$ cat config.mk
export PLATFORM = sky130hd
export DESIGN_NAME = fwd_hazard_unit
export DESIGN_NICKNAME = d
export VERILOG_FILES = /design/src/rtl/fwd_hazard_unit.sv
export SDC_FILE = /design/constraint.sdc
export NUM_CORES = 1
export LEC_CHECK = 0
export CORE_MARGIN = 4
export CORE_UTILIZATION = 38
export CTS_CLUSTER_SIZE = 10
export DETAILED_ROUTE_END_ITERATION = 7
export PLACE_DENSITY = 0.83
export SLEW_MARGIN = 20
export SYNTH_ARGS = -nofsm -noshare
export SYNTH_HDL_FRONTEND = slang
export SYNTH_SLANG_ARGS = --single-unit
$ cat constraint.sdc
create_clock -name CLK -period 4.55 [get_ports CLK]
set_input_delay 0.91 -clock CLK [delete_from_list [all_inputs] [get_ports CLK]]
set_output_delay 0.91 -clock CLK [all_outputs]
set_load 0.02 [all_outputs]
$ cat src/rtl/fwd_hazard_unit.sv
`default_nettype none
// ============================================================================
// Module   : fwd_hazard_unit
// Brief    : N-operand bypass selection against M producer stages (nearest
//            first), per-register scoreboard for variable-latency producers,
//            ID stall generation and a sticky stall watchdog.
//            Optional macro FWD_PERF_EN adds perf_fwd / perf_stall counters.
// Revision : 1.0 - initial release
// ============================================================================
module fwd_hazard_unit #(
   parameter int NREAD  = 2,
   parameter int NSTAGE = 2,
   parameter int REG_W  = 5,
   parameter int DATA_W = 32,
   parameter int WDOG   = 255
) (
   input  logic                                   CLK,
   input  logic                                   RST,
   input  logic [NREAD*REG_W-1:0]                 rd_reg,
   input  logic [NREAD*DATA_W-1:0]                rd_rfdat,
   input  logic [NSTAGE*REG_W-1:0]                st_dest,
   input  logic [NSTAGE-1:0]                      st_wen,
   input  logic [NSTAGE-1:0]                      st_valid,
   input  logic [NSTAGE*DATA_W-1:0]               st_data,
   input  logic                                   iss_en,
   input  logic [REG_W-1:0]                       iss_reg,
   input  logic                                   cmp_en,
   input  logic [REG_W-1:0]                       cmp_reg,
   output logic [NREAD*DATA_W-1:0]                fwd_data,
   output logic [NREAD*$clog2(NSTAGE+1)-1:0]      fwd_sel,
   output logic                                   stall,
   output logic [(2**REG_W)-1:0]                  sb_busy,
`ifdef FWD_PERF_EN
   output logic [31:0]                            perf_fwd,
   output logic [31:0]                            perf_stall,
`endif
   output logic                                   wdog_err
);

   localparam int         c_NREGS = 2**REG_W;
   localparam int         c_SELW  = $clog2(NSTAGE+1);
   localparam logic [7:0] c_wdog  = 8'(WDOG);

   logic [c_NREGS-1:0] r_sb;
   logic [7:0]         r_stall_cnt;
   logic [7:0]         w_cnt_nxt;
   logic               r_wdog_err;
   logic [NREAD-1:0]   w_op_stall;
   logic [NREAD-1:0]   w_op_fwd;

   // ------------------------------------------------------------------------
   // Per-operand source resolution
   // ------------------------------------------------------------------------
   for (genvar gi = 0; gi < NREAD; gi++) begin : g_op
      logic [REG_W-1:0]  w_src;
      logic              w_hit;
      logic              w_valid;
      logic [DATA_W-1:0] w_sdata;
      logic [c_SELW-1:0] w_sel;
      logic              w_nz;
      logic              w_fwd;
      logic              w_hazard;
      logic              w_bypass;

      assign w_src = rd_reg[gi*REG_W +: REG_W];
      assign w_nz  = (w_src != '0);

      // Scan oldest to youngest so the youngest matching stage overrides;
      // only the nearest match is ever used, even if it is not yet valid.
      always_comb begin
         w_hit   = 1'b0;
         w_valid = 1'b0;
         w_sdata = '0;
         w_sel   = '0;
         for (int k = NSTAGE-1; k >= 0; k--) begin
            if (st_wen[k] && (st_dest[k*REG_W +: REG_W] == w_src)) begin
               w_hit   = 1'b1;
               w_valid = st_valid[k];
               w_sdata = st_data[k*DATA_W +: DATA_W];
               w_sel   = c_SELW'(k + 1);
            end
         end
      end

      assign w_fwd    = w_nz & w_hit & w_valid;
      assign w_hazard = w_nz & w_hit & ~w_valid;
      // A completing long-latency result is delivered through a stage this
      // same cycle, so the busy bit must not hold ID.
      assign w_bypass = cmp_en & (cmp_reg == w_src);

      assign fwd_data[gi*DATA_W +: DATA_W] = w_fwd ? w_sdata : rd_rfdat[gi*DATA_W +: DATA_W];
      assign fwd_sel[gi*c_SELW +: c_SELW]  = w_fwd ? w_sel : '0;
      assign w_op_stall[gi] = w_hazard | (r_sb[w_src] & ~w_bypass);
      assign w_op_fwd[gi]   = w_fwd;
   end

   assign stall    = |w_op_stall;
   assign sb_busy  = r_sb;
   assign wdog_err = r_wdog_err;

   // Scoreboard: issue set is applied after completion clear so set wins;
   // register 0 is never tracked.
   always_ff @(posedge CLK) begin
      if (RST) begin
         r_sb <= '0;
      end else begin
         if (cmp_en && (cmp_reg != '0)) r_sb[cmp_reg] <= 1'b0;
         if (iss_en && (iss_reg != '0)) r_sb[iss_reg] <= 1'b1;
      end
   end

   // Saturating consecutive-stall count, cleared by any non-stall cycle.
   always_comb begin
      w_cnt_nxt = 8'd0;
      if (stall) w_cnt_nxt = (r_stall_cnt == 8'hFF) ? r_stall_cnt : r_stall_cnt + 8'd1;
   end

   // Stall counter and sticky watchdog, flagged on the edge the count hits the limit.
   always_ff @(posedge CLK) begin
      if (RST) begin
         r_stall_cnt <= 8'd0;
         r_wdog_err  <= 1'b0;
      end else begin
         r_stall_cnt <= w_cnt_nxt;
         if (stall && (w_cnt_nxt == c_wdog)) r_wdog_err <= 1'b1;
      end
   end

`ifdef FWD_PERF_EN
   logic [31:0] r_perf_fwd;
   logic [31:0] r_perf_stall;

   // Free-running wrap-around event counters.
   always_ff @(posedge CLK) begin
      if (RST) begin
         r_perf_fwd   <= 32'd0;
         r_perf_stall <= 32'd0;
      end else begin
         if (|w_op_fwd) r_perf_fwd   <= r_perf_fwd + 32'd1;
         if (stall)     r_perf_stall <= r_perf_stall + 32'd1;
      end
   end

   assign perf_fwd   = r_perf_fwd;
   assign perf_stall = r_perf_stall;
`else
   logic w_unused_fwd;
   assign w_unused_fwd = |w_op_fwd;
`endif

endmodule
`default_nettype wire

## Word level (Yosys, flattened, before mapping)

Cells that the tools add are included.

- Logic and storage cells: 84
- Output and inout port bits: 102
- Flip-flop bits (word level): 41
- Input port bits: 166

- Magnitude comparators: 6
- Add/sub/neg operators: 1
- Muxes and demuxes: 33
- Equality and inequality tests: 8
- Bitwise logic cells: 19
- Reduce and logical (&&, ||, !) cells: 14

Operators with widths:

| operator | count |
|---|---|
| two-way mux 32 bit | 9 |
| bitwise AND 32 bit | 1 |
| inverter 32 bit | 1 |
| OR 32 bit | 1 |
| equality test 5 bit | 6 |
| < comparator 5 x 6 -> 1 bit (second input constant) | 4 |
| nonzero test 5 bit | 4 |
| equality test 8 bit (second input constant) | 2 |
| two-way mux 8 bit | 2 |
| two-way mux 1 bit | 12 |
| two-way mux 2 bit | 6 |
| bitwise AND 1 bit | 10 |
| binary-select mux 1 bit (select 5 bit) | 2 |
| demux 1 bit (select 5 bit) | 2 |
| >= comparator 5 x 1 -> 1 bit (second input constant) | 2 |
| logical AND 1 bit | 9 |
| adder 8 x 1 -> 8 bit (second input constant) | 1 |
| inverter 1 bit | 4 |
| OR 1 bit | 2 |
| OR reduction 2 bit | 1 |

## Depth between registers and ports, before layout

Gate-level depths: netlist (run 1).

- Depth in word-level cells: 11
- Mapped depth: 9
- Gate-level depth less buffers: 7

## Least setup slack after synthesis (run 1)

OpenSTA, ideal clock, no wires.

- Kind: input to output
- Start point: in rd_reg[3]
- End point: out fwd_data[10]
- Path buffers: 3
- Setup slack: 0.711 ns
- Arrival time: 2.929 ns
- Data required time: 3.640 ns
- Stages: 9
- Path through: clkbuf_1 -> xor2_1 -> nor4_2 -> and2_1 -> buf_2 -> a22oi_1 -> a21oi_2 -> buf_2 -> mux2_2

- Longest elaborated chain between the ends: 7
- Elaborated cells between the ends (all ways): 14
- Classes of those cells: eq/ne (2); mux (7); bitwise (2); reduce/logical (3)

RTL lines:

| element | line | text |
|---|---|---|
| start, declared | 19 | `input logic [NREAD*REG_W-1:0] rd_reg,` |
| equality test 5 bit | 76 | `if (st_wen[k] && (st_dest[k*REG_W +: REG_W] == w_src)) begin` |
| logical AND 1 bit | 76 |  |
| two-way mux 1 bit (2 in a row) | 76 |  |
| bitwise AND 1 bit (2 in a row) | 85 | `assign w_fwd = w_nz & w_hit & w_valid;` |
| two-way mux 32 bit * | 91 | `assign fwd_data[gi*DATA_W +: DATA_W] = w_fwd ? w_sdata : rd_rfdat[gi*DATA_W +: DATA_W];` |
| end, declared | 29 | `output logic [NREAD*DATA_W-1:0] fwd_data,` |

Every way passes the cells marked *; elsewhere a longest branch is shown, timed or not.

## Worst setup path in the final report (run 1)

- Start point: in rd_reg[1]
- End point: out stall

- Longest elaborated chain between the ends: 8
- Elaborated cells between the ends (all ways): 20
- Classes of those cells: eq/ne (3); mux (6); bitwise (7); reduce/logical (4)

RTL lines:

| element | line | text |
|---|---|---|
| equality test 5 bit | 76 |  |
| logical AND 1 bit | 76 |  |
| two-way mux 1 bit (2 in a row) | 76 |  |
| bitwise AND 1 bit or inverter 1 bit (tied branches) | 86 | `assign w_hazard = w_nz & w_hit & ~w_valid;` |
| bitwise AND 1 bit | 86 |  |
| OR 1 bit * | 93 | `assign w_op_stall[gi] = w_hazard \| (r_sb[w_src] & ~w_bypass);` |
| OR reduction 2 bit * | 97 | `assign stall = \|w_op_stall;` |
| end, declared | 31 | `output logic stall,` |

Every way passes the cells marked *; elsewhere a longest branch is shown, timed or not. The select of a mux whose other input is x is not followed.

==> results.md, run 1 <==
| Result | Value | Unit |
|:---|:---|:---|
| Global-route total usage across every layer | 27.7 | % |
| Longest individual stage delay on the worst path | 0.57 | ns |
| Count of input and output buffers | 267 | - |
| Deepest level of the CTS H-tree | 2 | - |
| Commonest cells after routing, fill and taps aside | 199 x clkdlybuf4s50_1, 66 x mux2_2, 64 x a22o_1 | - |
| Share of cells above drive strength 1 | 16.5 | % |
| CTS buffer count | 5 | - |
| Crit. End Element | output port | - |
| Wire length per cell | 21.5 | um |
| Final Util | 68.2 | % |
| Relative contribution of sequential cells to total power | 29.5 | % |
| Final hold vios | 0 | - |
| Arrival time reported for the critical path endpoint | 3.55 | ns |
| Total vias in the final route | 5343 | - |
| Initial core utilization | 39.0 | % |
| Mux cell area share after synthesis | 27.5 | % |
| Nets | 919 | - |
| Crit path max-delay family | buffers and inverters | - |
| Element type at the critical path start | input pin | - |
| Required time at the endpoint of the critical path | 3.64 | ns |
| Die Width | 114 | um |
| Worst R2R Setup Slack | 2.24 | ns |
| Wire length of the first global-routing pass | 29100 | um |
| Number of global-route vias before repair | 5288 | - |
| Dominant combinational cell family by area after synthesis | multiplexers | - |
| Clock Path Buffers | 2 | - |
| Met3 Use GR | 3.55 | % |
| Post-synthesis cell type count | 50 | - |
| HPWL reported at the end of detailed placement | 15200 | um |
| Number of violations reported at the end of detailed-routing iteration 0 | 470 | - |
| Power after layout | 1.26 | mW |
| Die extent in y | 114 | um |
| TritonCTS sink count | 41 | - |
| Pin count of the biggest net entering global routing | 42 | - |
| Clock power frac | 33.0 | % |
| Yosys warning total | 0 | - |
| Tcrit/Tclk final | 98.0 | % |
| Switch Pwr | 355 | uW |
| Portion of the post-synthesis area used by sequential elements | 19.2 | % |
| Power share of the combinational group | 37.5 | % |
| Clock Skew | 0.00204 | ns |
| CP startpoint | rd_reg[1] | - |
| Status | finished, final reports clean | - |
| Number of antenna violations at the first check in global routing | 1 | - |
| Met2 usage in global routing | 51.7 | % |
| Total die area | 13000 | um2 |
| Final routed DRC violation total | 0 | - |
| Mapped Area | 4270 | um2 |
| Buffers plus inverters on the worst setup path | 4 | - |
| Slowest library cell on the worst path | mux4_1 | - |
| Worst path cell trace | clkdlybuf4s50_1, buf_4, mux4_1, mux4_2, o22ai_1, a21oi_1, a2111oi_4, inv_1, clkdlybuf4s15_1 | - |
| Setup Viol. Count Final | 0 | - |
| Number of placement rows | 38 | - |
| Final weighted congestion of routability-driven global placement | 0.954 | - |
| Synthesized-area fraction occupied by ao, oa, aoi and oai cells | 26.3 | % |
| Area fraction in and, or, nand and nor cells after synthesis | 14.8 | % |
| Actual slew at the worst max-slew pin | 0.951 | ns |
| Total count of max-transition violations in the final report | 0 | - |
| CTS tree | yes | - |
| Design internal power | 903 | uW |
| Worst r2r src | sb_busy[13]$_SDFF_PP0_ | - |
| Top achievable clock speed | 224 | MHz |
| Async S/R FF share, synth | 0 | % |
| Mean cell area of the mapped netlist | 8.74 | um2 |
| Power density of the placed cells | 169 | nW/um2 |
| Most used routing layer in global routing | met2 | - |
| Critical Path Sink | stall | - |
| Detailed-router iteration count before antenna repair | 6 | - |
| Number of primary I/O pins | 268 | - |
| Type of the most critical hold path | reg -> reg | - |
| Core area | 10900 | um2 |
| CTS clk-pin slew, worst paths | 0.06 | ns |
| Max transition margin | 36.5 | % |
| Minimum clock period after layout | 4.46 | ns |
| Crit-path max FO | 7 | - |
| Root buf cell | clkbuf_16 | - |
| Category of the critical setup timing path | in -> out | - |
| Global-route met1 utilization | 33.1 | % |
| Number of cells produced by synthesis | 488 | - |
| Via density per instance | 5.97 | - |
| Total nets after synthesis | 655 | - |
| Final antenna-violating net count | 0 | - |
| Unrepaired setup endpoints after global routing | false | - |
| Max capacitance violation total | 0 | - |
| Worst-Skew Late Latency | 0.28 | ns |
| Worst supply voltage drop on vdd | 0.185 | mV |
| Sum of routed wire length over all layers | 19200 | um |
| Area Overhead vs Synth | 74.8 | % |
| Most common cell after layout, fill and taps aside | clkdlybuf4s50_1 | - |
| Leakage power summed over all cells | 3.00 | nW |
| Flip-flop and latch count after synthesis | 41 | - |
| Most common flop cell mapped by yosys | dfxtp_1 | - |
| Post-synthesis share of cell area spent on xor and xnor gates | 6.98 | % |
| Fraction of power spent switching nets | 28.2 | % |
| Endpoint of the worst register-to-register path | r_stall_cnt[6]$_SDFF_PP0_ | - |
| Logic depth of the worst register-to-register path | 7 | - |
| GR Overflow Total | 0 | - |
| Adder-cell share of the synthesized area | 0.293 | % |
| Depth of the critical timing path with buffers and inverters included | 9 | - |
| Number of flops mapped to enable cells by yosys | 0 | - |
## how the worst min path moves through the flow
stage | endpoint | cells past startpoint | start | slack [ns]
floorplan | r_stall_cnt[1]$_SDFF_PP0_ | 2 | r_stall_cnt[1]$_SDFF_PP0_ | 0.49
global placement | wdog_err$_SDFFE_PP0P_ | 2 | wdog_err$_SDFFE_PP0P_ | 0.48
detailed placement | wdog_err$_SDFFE_PP0P_ | 2 | wdog_err$_SDFFE_PP0P_ | 0.49
CTS | wdog_err$_SDFFE_PP0P_ | 2 | wdog_err$_SDFFE_PP0P_ | 0.50
global route | sb_busy[30]$_SDFF_PP0_ | 2 | sb_busy[30]$_SDFF_PP0_ | 0.54
finish | wdog_err$_SDFFE_PP0P_ | 2 | wdog_err$_SDFFE_PP0P_ | 0.50
## layer usage
layer | part of all wire, % | vias to the layer above
li1 | - | 2396
met1 | 36 | 2559
met2 | 53 | 338
met3 | 8.1 | 50
met4 | 3.0 | 0
met5 | 0 | -
## cells by family after synthesis
family          count (synthesis)
compound gates                156
simple gates                  122
mux                            87
buf+inv                        47
flops                          41
xor+xnor                       34
fa+ha+maj                       1
## power groups by stage
stage	Combinational, mW	Sequential (mW)	Clock (mW)
floorplan	0.196	0.380	0
global placement	0.475	0.377	0
detailed placement	0.483	0.378	0
CTS	0.473	0.370	0.412
global route	0.499	0.371	0.430
finish	0.471	0.371	0.416
## synth_stat cells, drive strengths merged (4+ instances only)
cell type	number	area share [%]
nand2	48	4.2
nand2b	4	0.59
inv	6	0.53
nand3	10	1.2
a211oi	4	0.94
nand4	6	0.88
mux2	66	17
buf	15	1.9
nor2b	5	0.73
a22o	65	13
clkbuf	26	2.5
xor2	14	2.9
dfxtp	41	19
and3b	4	0.82
nor3	9	1.1
nor2	9	0.79
a21oi	37	4.4
nor3b	5	0.88
o21ai	33	3.9
nor4	5	0.88
mux4	15	8.6
mux2i	6	1.4
and2	8	1.2
xnor2	20	4.1
## worst reg2reg max path: cells and delay by family, from the launching register on
family	cells	cell delay, ns
AND/OR/NAND/NOR	1	0.07
buffers and inverters	1	0.22
multiplexers	2	0.99
flip-flops	1	0.36
AO/OA/AOI/OAI	3	0.55
## layout make-up
class                      instances  area [um2]
tap                              140         175
fill                             867        3480
sequential                        41         821
clock inverter                     1        30.0
multi-input combinational        400        3280
clock buffer                       7         143
timing repair buffer             298        2980
inverter                           6        22.5
antenna                            2        5.00
## registers in the layout (all words and copies together), names as in the netlist
register / cells
wdog_err: 1
r_stall_cnt: 8
sb_busy: 32
## timing repair
item / CTS / global route
setup buffers: 1 / 0
hold buffers: 0 / 0
endpoints found under the setup margin: 65 / 33
pin swaps: 1 / 0
resized for setup: 38 / 35
## per-stage QoR
| stage | cell area, um2 | cells | TNS (ns) | setup WS [ns] | hold WS, ns |
|---|---|---|---|---|---|
| after floorplan | 4270 | 488 | 0 | 0.711 | 0.487 |
| after global placement | 7220 | 884 | -2.61 | -0.102 | 0.475 |
| after detailed placement | 7220 | 884 | -6.29 | -0.140 | 0.490 |
| after CTS | 7370 | 893 | 0 | 0.0180 | 0.499 |
| after global routing | 7450 | 894 | 0 | 0.000778 | 0.543 |
| final | 7460 | 895 | 0 | 0.0898 | 0.495 |
Note: power is estimated with default switching activity, not from simulation.
==> run 2, diff against run 1 <==
--- a/config.mk
+++ b/config.mk
@@ -9,8 +9,8 @@
 export CORE_UTILIZATION = 38
 export CTS_CLUSTER_SIZE = 10
 export DETAILED_ROUTE_END_ITERATION = 7
+export GPL_ROUTABILITY_DRIVEN = 0
 export PLACE_DENSITY = 0.83
-export SLEW_MARGIN = 20
 export SYNTH_ARGS = -nofsm -noshare
 export SYNTH_HDL_FRONTEND = slang
 export SYNTH_SLANG_ARGS = --single-unit
==> results.md, run 2 (same netlist as run 1, synthesis figures left out) <==
| Result | Value | Unit |
|:---|:---|:---|
| Arrival time reported for the critical path endpoint | 3.55 | ns |
| Wire length of the first global-routing pass | 29100 | um |
| Die Width | 114 | um |
| Crit. End Element | output port | - |
| Power share of the combinational group | 37.4 | % |
| Met2 usage in global routing | 50.4 | % |
| Logic depth of the worst register-to-register path | 7 | - |
| Actual slew at the worst max-slew pin | 0.816 | ns |
| Die extent in y | 114 | um |
| Clock Skew | 0.00486 | ns |
| Hold buffer count at cts | 0 | - |
| Worst-Skew Late Latency | 0.28 | ns |
| Max FFs per register | 32 | - |
| Number of global-route vias before repair | 5438 | - |
| Max capacitance violation total | 0 | - |
| Total count of max-transition violations in the final report | 0 | - |
| Leakage power summed over all cells | 2.79 | nW |
| Deepest level of the CTS H-tree | 2 | - |
| Clock power frac | 32.8 | % |
| Pin count of the biggest net entering global routing | 42 | - |
| Final antenna-violating net count | 0 | - |
| Final non-filler cell total | 896 | - |
| Minimum clock period after layout | 4.46 | ns |
| Switch Pwr | 349 | uW |
| Most common cell after layout, fill and taps aside | clkdlybuf4s50_1 | - |
| Fraction of power spent switching nets | 28.0 | % |
| Type of the most critical hold path | reg -> reg | - |
| Setup Viol. Count Final | 0 | - |
| Unrepaired setup endpoints after global routing | true | - |
| Commonest cells after routing, fill and taps aside | 199 x clkdlybuf4s50_1, 66 x mux2_2, 64 x a22o_1 | - |
| GR Overflow Total | 0 | - |
| Post-placement cell count | 883 | - |
| Number of primary I/O pins | 268 | - |
| Detailed-router iteration count before antenna repair | 5 | - |
| Required time at the endpoint of the critical path | 3.64 | ns |
| Area Overhead vs Synth | 73.2 | % |
| Final Util | 67.6 | % |
| Number of placement rows | 38 | - |
| Total vias in the final route | 5379 | - |
| Relative contribution of sequential cells to total power | 29.7 | % |
| Via density per instance | 6.00 | - |
| Cells on Worst Hold Path | 2 | - |
| Power density of the placed cells | 169 | nW/um2 |
| Worst supply voltage drop on vdd | 0.263 | mV |
| Crit-path max FO | 6 | - |
| Number of antenna violations at the first check in global routing | 2 | - |
| Most used routing layer in global routing | met2 | - |
| Wire length per cell | 21.5 | um |
| Power after layout | 1.25 | mW |
| Tcrit/Tclk final | 98.1 | % |
| Status | finished, final reports clean | - |
| Element type at the critical path start | input pin | - |
| Max transition margin | 45.5 | % |
| CTS clk-pin slew, worst paths | 0.05 | ns |
| Nets | 920 | - |
| TritonCTS sink count | 41 | - |
| Global-route met1 utilization | 32.9 | % |
| Share of cells above drive strength 1 | 16.4 | % |
| Met3 Use GR | 4.08 | % |
| Count of input and output buffers | 267 | - |
| Root buf cell | clkbuf_16 | - |
| Final design area excluding fillers | 7390 | um2 |
| Core area | 10900 | um2 |
| Category of the critical setup timing path | in -> out | - |
| Total die area | 13000 | um2 |
| Final routed DRC violation total | 0 | - |
| Clock Path Buffers | 2 | - |
| Final hold vios | 0 | - |
| Top achievable clock speed | 224 | MHz |
| Sum of routed wire length over all layers | 19200 | um |
| HPWL reported at the end of detailed placement | 15200 | um |
| Number of violations reported at the end of detailed-routing iteration 0 | 449 | - |
| Cell area after placement | 7210 | um2 |
| Global-route total usage across every layer | 27.7 | % |
| CTS buffer count | 5 | - |
| Initial core utilization | 39.0 | % |
| Aggregate negative setup slack | 0 | ns |
| Design internal power | 897 | uW |
| CTS tree | yes | - |
run 2: cell types whose count changed in the layout (fill, tap and decap cells not counted), sizes merged:
cell           previous run  this run
bufbuf                    0         1
clkdlybuf4s15             1         2
dlymetal6s2s             32         5
dlygate4sd2              35        61
run 2: final cells by class:
class | count | area, um2
sequential | 41 | 821
clock buffer | 7 | 143
antenna | 2 | 5.00
timing repair buffer | 299 | 2920
clock inverter | 1 | 30.0
tap | 140 | 175
inverter | 6 | 22.5
multi-input combinational | 400 | 3280
fill | 904 | 3550
run 2: power by group through the flow:
stage	clock network [mW]	logic, mW	registers (mW)
global placement	0	0.474	0.377
CTS	0.412	0.464	0.370
finish	0.409	0.466	0.370
global route	0.430	0.493	0.371
detailed placement	0	0.484	0.378
floorplan	0	0.196	0.380
run 2: path summary, 6_finish.rpt:
path / start / endpoint / slack, ns
setup reg to reg: sb_busy[4]$_SDFF_PP0_ / r_stall_cnt[6]$_SDFF_PP0_ / 2.24
hold reg to reg: wdog_err$_SDFFE_PP0P_ / wdog_err$_SDFFE_PP0P_ / 0.49
hold / removal: wdog_err$_SDFFE_PP0P_ / wdog_err$_SDFFE_PP0P_ / 0.49
setup / recovery: rd_reg[1] / stall / 0.09
run 2: worst max-delay path, cell delays in order:
cell and delay [ns]:
clkdlybuf4s50_1 0.49, buf_4 0.18, mux4_1 0.56, mux4_2 0.46, o22ai_1 0.14, a21oi_1 0.09, a2111oi_4 0.31, inv_1 0.06
dlygate4sd2_1 0.34
run 2: what timing repair did:
action / CTS / global route
cloned: 1 / 0
resized for setup: 65 / 8
setup endpoints to repair: 56 / 20
pin swaps: 2 / 1
setup buffers: 0 / 2
run 2: layer usage:
layer | wire (um) | up-vias
met1 | 7040 | 2547
met4 | 761 | 0
li1 | - | 2400
met3 | 1700 | 64
met5 | 0 | -
met2 | 9750 | 368
run 2: metrics by stage:
step / hold WS [ns] / setup slack, ns
finish: 0.492 / 0.0881
detailed placement: 0.488 / -0.115
CTS: 0.500 / 0.000105
global route: 0.538 / -0.0136
global placement: 0.475 / -0.0963
floorplan: 0.487 / 0.711
